$ cat src/rtl/tdp_req_arb_if.sv
// Valid/ready stream bundle used for the write, read and merged request paths.
interface tdp_req_arb_if #(
  parameter int W = 32
) ();
  logic         valid;
  logic         ready;
  logic [W-1:0] data;

  modport producer (output valid, output data, input ready);
  modport consumer (input valid, input data, output ready);
endinterface

$ cat src/rtl/tdp_req_arb.sv
// Merges a write-request stream and a read-address stream into the single
// registered request stream of one RAM port. Round-robin arbitration with a
// bounded burst: a source keeps the grant for up to MAX_BURST consecutive
// transfers while the other source is waiting.
module tdp_req_arb #(
  parameter int W_DATA    = 16,
  parameter int W_ADDR    = 16,
  parameter int MAX_BURST = 4
) (
  input  logic              clk,
  input  logic              rst,
  tdp_req_arb_if.consumer   wr_req,
  tdp_req_arb_if.consumer   rd_req,
  tdp_req_arb_if.producer   req
);

  localparam int          W_REQ     = 1 + W_DATA + W_ADDR;
  localparam logic [7:0]  BURST_LIM = 8'(MAX_BURST);

  typedef enum logic {
    SRC_WR = 1'b0,
    SRC_RD = 1'b1
  } src_e;

  src_e             last_q, last_d, gnt_src;
  logic [7:0]       cnt_q, cnt_d;
  logic             load;
  logic             gnt_wr, gnt_rd, xfer;
  logic [W_REQ-1:0] packed_p0;
  logic [W_REQ-1:0] data_p1;
  logic             vld_p1;

  // Run-length counter saturates so a long single-source run never wraps
  // back below the burst limit.
  function automatic logic [7:0] sat_inc(input logic [7:0] v);
    return (v == 8'hFF) ? v : v + 8'd1;
  endfunction

  function automatic logic [W_REQ-1:0] pack_wr(input logic [W_DATA+W_ADDR-1:0] p);
    return {1'b1, p};
  endfunction

  // Reads carry no payload; the data field is forced to zero.
  function automatic logic [W_REQ-1:0] pack_rd(input logic [W_ADDR-1:0] a);
    return {1'b0, {W_DATA{1'b0}}, a};
  endfunction

  // The output slot can take a new request when empty or being drained.
  assign load = !vld_p1 || req.ready;

  // Grant selection: a lone valid source wins; on a tie the last source keeps
  // the grant until its run reaches the burst limit.
  always_comb begin
    gnt_wr = 1'b0;
    gnt_rd = 1'b0;
    if (load) begin
      if (wr_req.valid && rd_req.valid) begin
        if ((cnt_q < BURST_LIM) == (last_q == SRC_WR)) gnt_wr = 1'b1;
        else                                           gnt_rd = 1'b1;
      end else begin
        gnt_wr = wr_req.valid;
        gnt_rd = rd_req.valid;
      end
    end
  end

  assign xfer         = gnt_wr || gnt_rd;
  assign wr_req.ready = gnt_wr;
  assign rd_req.ready = gnt_rd;

  // Stage p0: pack the granted request.
  always_comb begin
    packed_p0 = pack_rd(rd_req.data);
    if (gnt_wr) packed_p0 = pack_wr(wr_req.data);
  end

  // Next arbitration state; only an accepted transfer moves it, so a stalled
  // output freezes last/cnt.
  always_comb begin
    last_d  = last_q;
    cnt_d   = cnt_q;
    gnt_src = gnt_wr ? SRC_WR : SRC_RD;
    if (xfer) begin
      if (gnt_src == last_q) begin
        cnt_d = sat_inc(cnt_q);
      end else begin
        last_d = gnt_src;
        cnt_d  = 8'd1;
      end
    end
  end

  // Arbitration state register; WR wins the first tie after reset.
  always_ff @(posedge clk) begin
    if (rst) begin
      last_q <= SRC_WR;
      cnt_q  <= 8'd0;
    end else begin
      last_q <= last_d;
      cnt_q  <= cnt_d;
    end
  end

  // Stage p1: output register; data holds when the slot empties.
  always_ff @(posedge clk) begin
    if (rst) begin
      vld_p1  <= 1'b0;
      data_p1 <= '0;
    end else if (load) begin
      vld_p1 <= xfer;
      if (xfer) data_p1 <= packed_p0;
    end
  end

  assign req.valid = vld_p1;
  assign req.data  = data_p1;

endmodule

$ cat src/flat_wrapper.sv
// flat-port wrapper written by rule: the top's interface ports become plain ports
module tdp_req_arb_flat 
#(
  parameter int W_DATA    = 16,
  parameter int W_ADDR    = 16,
  parameter int MAX_BURST = 4
)
  (clk, rst, wr_req_valid, wr_req_data, wr_req_ready, rd_req_valid, rd_req_data, rd_req_ready, req_valid, req_data, req_ready);
  tdp_req_arb_if #(.W(W_DATA + W_ADDR)) wr_req_i ();
  tdp_req_arb_if #(.W(W_ADDR)) rd_req_i ();
  tdp_req_arb_if #(.W(1 + W_DATA + W_ADDR)) req_i ();
  input  logic clk;
  input  logic rst;
  input wire logic [$bits(wr_req_i.valid)-1:0] wr_req_valid;
  input wire logic [$bits(wr_req_i.data)-1:0] wr_req_data;
  output wire logic [$bits(wr_req_i.ready)-1:0] wr_req_ready;
  input wire logic [$bits(rd_req_i.valid)-1:0] rd_req_valid;
  input wire logic [$bits(rd_req_i.data)-1:0] rd_req_data;
  output wire logic [$bits(rd_req_i.ready)-1:0] rd_req_ready;
  output wire logic [$bits(req_i.valid)-1:0] req_valid;
  output wire logic [$bits(req_i.data)-1:0] req_data;
  input wire logic [$bits(req_i.ready)-1:0] req_ready;
  assign wr_req_i.valid = wr_req_valid;
  assign wr_req_i.data = wr_req_data;
  assign wr_req_ready = wr_req_i.ready;
  assign rd_req_i.valid = rd_req_valid;
  assign rd_req_i.data = rd_req_data;
  assign rd_req_ready = rd_req_i.ready;
  assign req_valid = req_i.valid;
  assign req_data = req_i.data;
  assign req_i.ready = req_ready;
  tdp_req_arb #(.W_DATA(W_DATA), .W_ADDR(W_ADDR), .MAX_BURST(MAX_BURST)) u_core (.clk(clk), .rst(rst), .wr_req(wr_req_i), .rd_req(rd_req_i), .req(req_i));
endmodule
$ cat config.mk
export PLATFORM = sky130hd
export DESIGN_NAME = tdp_req_arb_flat
export DESIGN_NICKNAME = d
export VERILOG_FILES = /design/src/rtl/tdp_req_arb_if.sv /design/src/rtl/tdp_req_arb.sv /design/src/flat_wrapper.sv
export SDC_FILE = /design/constraint.sdc
export NUM_CORES = 1
export LEC_CHECK = 0
export CAP_MARGIN = 20
export CELL_PAD_IN_SITES_DETAIL_PLACEMENT = 0
export CELL_PAD_IN_SITES_GLOBAL_PLACEMENT = 2
export CORE_MARGIN = 8
export CORE_UTILIZATION = 22
export DETAILED_ROUTE_END_ITERATION = 7
export GPL_TIMING_DRIVEN = 1
export PLACE_DENSITY_LB_ADDON = 0.1
export SLEW_MARGIN = 0
export SYNTH_ARGS = -nofsm -noshare
export SYNTH_HDL_FRONTEND = slang
export SYNTH_SLANG_ARGS = --single-unit
$ cat constraint.sdc
create_clock -name clk -period 2.61 [get_ports clk]
set_clock_uncertainty 0.2 [all_clocks]
set_input_delay 0.522 -clock clk [delete_from_list [all_inputs] [get_ports clk]]
set_output_delay 0.522 -clock clk [all_outputs]
set_load 0.02 [all_outputs]
After elaboration in Yosys (flattened, before gate mapping)
Cells that the tools add are included.
- bits in registers: 43
- output and inout port bits: 36
- add/subtract/negate cells: 1
- order comparisons: 1
- equal/unequal tests: 4
- mux-type cells: 10
- bitwise logic cells: 2
- reductions and logical operators: 7
- operator list (cell ; count):
    33-bit 2-to-1 mux ; 1
    8-bit 2-to-1 mux ; 2
    8-bit by 1-bit adder with 8-bit output (second input constant) ; 1
    8-bit equality test (second input constant) ; 1
    8-bit by 3-bit < comparator with 1-bit output (second input constant) ; 1
    1-bit 2-to-1 mux ; 7
    2-bit AND reduction ; 3
    1-bit equality test ; 2
    1-bit logical OR ; 2
    2-bit != test (second input constant) ; 1
    1-bit NOT ; 2
    1-bit logical AND ; 1
    1-bit logical NOT ; 1

Longest topological paths before layout
Gate-level depths: netlist (run 1).
- depth in word-level cells: 9
- depth in mapped cells: 7
- gate-level depth less buffers: 6

Worst setup path before layout (run 1)
OpenSTA, ideal clock, no wires.
- kind: flip-flop to output port
- start: register u_core.cnt_q[2]
- end: output port wr_req_ready
- arrival time: 1469 ps
- required time: 1888 ps
- slack: 419 ps
- cell stages (with the launch flop): 6
- path buffers: 1
- cells stage by stage: dfxtp_1 -> nor4_4 -> mux2_2 -> nand2_4 -> clkinv_2 -> buf_2
- cells in the longest elaborated chain, start to end: 5
- RTL lines (item ; line ; source):
    from (decl) ; tdp_req_arb.sv:26 ; logic [7:0] cnt_q, cnt_d;
    from (signal assigned) ; tdp_req_arb.sv:100 ; cnt_q <= cnt_d;
    8-bit by 3-bit < comparator with 1-bit output ; tdp_req_arb.sv:58 ; if ((cnt_q < BURST_LIM) == (last_q == SRC_WR)) gnt_wr = 1'b1;
    1-bit equality test ; tdp_req_arb.sv:58 ;
    1-bit 2-to-1 mux ; tdp_req_arb.sv:58 ;
    1-bit 2-to-1 mux ; tdp_req_arb.sv:57 ; if (wr_req.valid && rd_req.valid) begin
    1-bit 2-to-1 mux ; tdp_req_arb.sv:56 ; if (load) begin
    to (decl) ; flat_wrapper.sv:16 ; output wire logic [$bits(wr_req_i.ready)-1:0] wr_req_ready;
Every way passes these cells.

Worst setup path in the final report (run 1)
Same ends and word-level chain as after synthesis.

==> reports/metrics.cfg, run 1 <==
[status]
status = complete, no violations

[synth]
synth_area_leaders = dfxtp_1 46%, nor2_1 8.2%, a211oi_1 7.2%
syn_area_um2 = 1870
synth_edf_count = 0
synth_top_area_share = 0.461
ys_warn_count = 0
syn_nets = 277
synth_top_cell_by_area = dfxtp_1
syn_avg_cell_area_um2 = 8.38
postSynthCellCount = 223
synth_common_cells = 43 x dfxtp_1, 41 x nor2_1, 24 x a21oi_1
ys_ff_latch = 43
yosysSeqAreaShare = 0.461
synth_most_common_cell = dfxtp_1
ys.flop_type = dfxtp_1
synth.distinct_cells = 38
async_flop_share = 0

[pwr]
swShare = 0.284
combPwrFrac = 0.245
powerDensity_nw_per_um2 = 544
internal_power_mw = 1.19
fin_total_pwr_mw = 1.67
p_clk_frac = 0.321
ir_drop_mv = 0.206
p_seq_frac = 0.434
static-leakage-power_nw = 1.17
power_switching_mw = 0.475

[global_routing]
antenna_found_initial = 0
grt_pass1_wl_um = 10700
grt_usage = 0.116
grt_pass1_vias = 2094
grt_start_max_net_pins = 34
overflow = 0

[setup_path]
worst_ep_required_time_ns = 1.89
worst-setup-path-type = reg2out
worstPathMaxFanout = 3
r2r_setup_slack_ns = 0.55
slowest_stage = mux2_2
arrival_ns = 1.79
path_buf_inv = 2
slowest_delay_ns = 0.40
cp_top_family = simple AND/OR/NAND/NOR gates
worstPathCellList = nor4_4 > mux2_2 > nand2_4 > clkinv_2 > clkdlybuf4s18_2
cp-end-kind = primary output
worstSetupStartpointType = flip-flop

[placement]
port_buffers = 88
preCtsSetupSlack_ns = -0.262
placed_area_um2 = 2960
hpwl_um = 4790
place_congestion = 0.727

[timing]
layout_worst_path_cycle_share = 0.962
fmaxAchievable_mhz = 398
worst_pin_slew_ns = 0.508
rsz0062_at_grt = false
slew_viol_final = 0
relSlewSlack = 0.660
setup_viol = 0
hold_viol_final = 0
min_period_ns = 2.51
fin_ws_ns = 0.0993
setup_tns_ns = 0

[routing]
dr_total_vias = 1955
avgRoutedWirePerCell_um = 15.6
drtAntennaViolNets = 0
drc = 0
drtPass1Iterations = 4
drtIter0Drc = 67
totalWireLength_um = 6670
avgViaCountPerCell = 4.58

[finish]
antenna_cells = 0
drive_gt1_frac = 0.106
final_area_um2 = 3070
area_growth_pct = 64.0
nNetsFinal = 375

[floorplanning]
fp.dieH_um = 108
std_cell_rows = 33
initial_core_util = 0.228
coreArea_um2 = 8220
dieArea_um2 = 11700
die_w_um = 108
ioPinCount = 89

[clock_tree]
clock_latency_ns = 0.30
holdBufCountCts = 0
cts.path.max_buffers = 2
cts-root-buf = clkbuf_8
cts.clk_slew.worst_paths_ns = 0.09
clock_sink_count = 43
cts_tree = built
cts_buffers = 5
h-tree-depth = 2

[min_path]
worstHoldPathType = reg2reg

[run]
max-cap-violations = 0

-- final timing paths --
path,from,endpoint,cells past startpoint
worst max-delay path,u_core.cnt_q[2]$_SDFFE_PP0P_,wr_req_ready,5
worst min-delay path,u_core.req.data[32]$_SDFFE_PP0P_,u_core.req.data[32]$_SDFFE_PP0P_,2
worst min register to register,u_core.req.data[32]$_SDFFE_PP0P_,u_core.req.data[32]$_SDFFE_PP0P_,2
worst max register to register,u_core.cnt_q[2]$_SDFFE_PP0P_,u_core.req.data[18]$_SDFFE_PP0P_,7
-- logic make-up after synthesis --
| logic type | Yosys count | synth area share |
|---|---|---|
| simple gates | 86 | 0.217 |
| fa+ha+maj | 1 | 0.00669 |
| buf+inv | 17 | 0.0435 |
| flops | 43 | 0.461 |
| compound gates | 74 | 0.262 |
| xor+xnor | 1 | 0.00469 |
| mux | 1 | 0.00602 |
-- repair_timing --
item | CTS | global route
resized for setup | 4 | 4
setup buffers | 0 | 0
endpoints found under the setup margin | 2 | 2
-- state kept, by name, summed over array words and instances (netlist names) --
register / count
u_core.cnt_q: 8
u_core.last_q: 1
u_core.req.valid: 1
u_core.req.data: 33
-- power groups by stage --
| stage | Combinational (mW) | Clock (mW) | Sequential [mW] |
|---|---|---|---|
| 4_1_cts | 0.418 | 0.563 | 0.725 |
| 3_5_place_dp | 0.418 | 0 | 0.739 |
| 6_report | 0.408 | 0.536 | 0.725 |
| 2_1_floorplan | 0.142 | 0 | 0.788 |
| 3_3_place_gp | 0.418 | 0 | 0.738 |
| 5_1_grt | 0.447 | 0.588 | 0.732 |
-- final cells by class --
| cell class | count | area, µm² |
|---|---|---|
| Multi-Input combinational cell | 163 | 938 |
| Tap cell | 105 | 131 |
| Sequential cell | 43 | 861 |
| Clock buffer | 5 | 68.8 |
| Clock inverter | 3 | 43.8 |
| Timing Repair Buffer | 106 | 1010 |
| Inverter | 2 | 8.76 |
| Fill cell | 892 | 5150 |
-- metal layers --
metal	GRT usage	vias up	share of wire
met5	0	-	0
met4	0.0357	0	0.011
met3	0.0559	6	0.092
met2	0.182	51	0.46
met1	0.137	902	0.44
li1	-	996	-
-- through the flow --
step,std cells,hold WS [ns],util
after floorplan,223,0.262,-
after global placement,419,0.260,0.360
after detailed placement,419,0.276,0.360
after CTS,427,0.288,0.373
after global routing,427,0.314,0.373
final,427,0.284,0.373
-- placed cells by master (no fill, tap or decap), types with 2 or more instances in the layout --
master            n
nand2b_1          4
o21ai_0           5
clkinv_2          2
a21oi_1          24
nor4_1            2
clkbuf_8          5
clkdlybuf4s50_1  85
buf_4            18
a22oi_1          16
nand4_1           2
nor2_1           41
nand3_1           3
nor3_1            3
nand2_1          21
dfxtp_1          43
and3_1            3
a211oi_1         18
-- worst reg2reg max path, stage by stage, from the launching register on --
cell and delay [ns]:
dfxtp_1 0.35, nor4_4 0.34, mux2_2 0.40, nand2_4 0.07, clkinv_2 0.05, buf_4 0.23
a22oi_1 0.26, nor2_1 0.05
Power figures use the tool's default switching activity.
==> run 2, diff against run 1 <==
- CAP_MARGIN: 20 -> unset
==> results of run 2 <==
Same layout as run 1: the final DEF is identical, and so are final timing and power.
==> run 3, diff against run 2 <==
- CAP_MARGIN: unset -> 20
- CTS_CLUSTER_DIAMETER: unset -> 200
==> results of run 3 <==
Same layout as run 1: the final DEF is identical, and so are final timing and power.
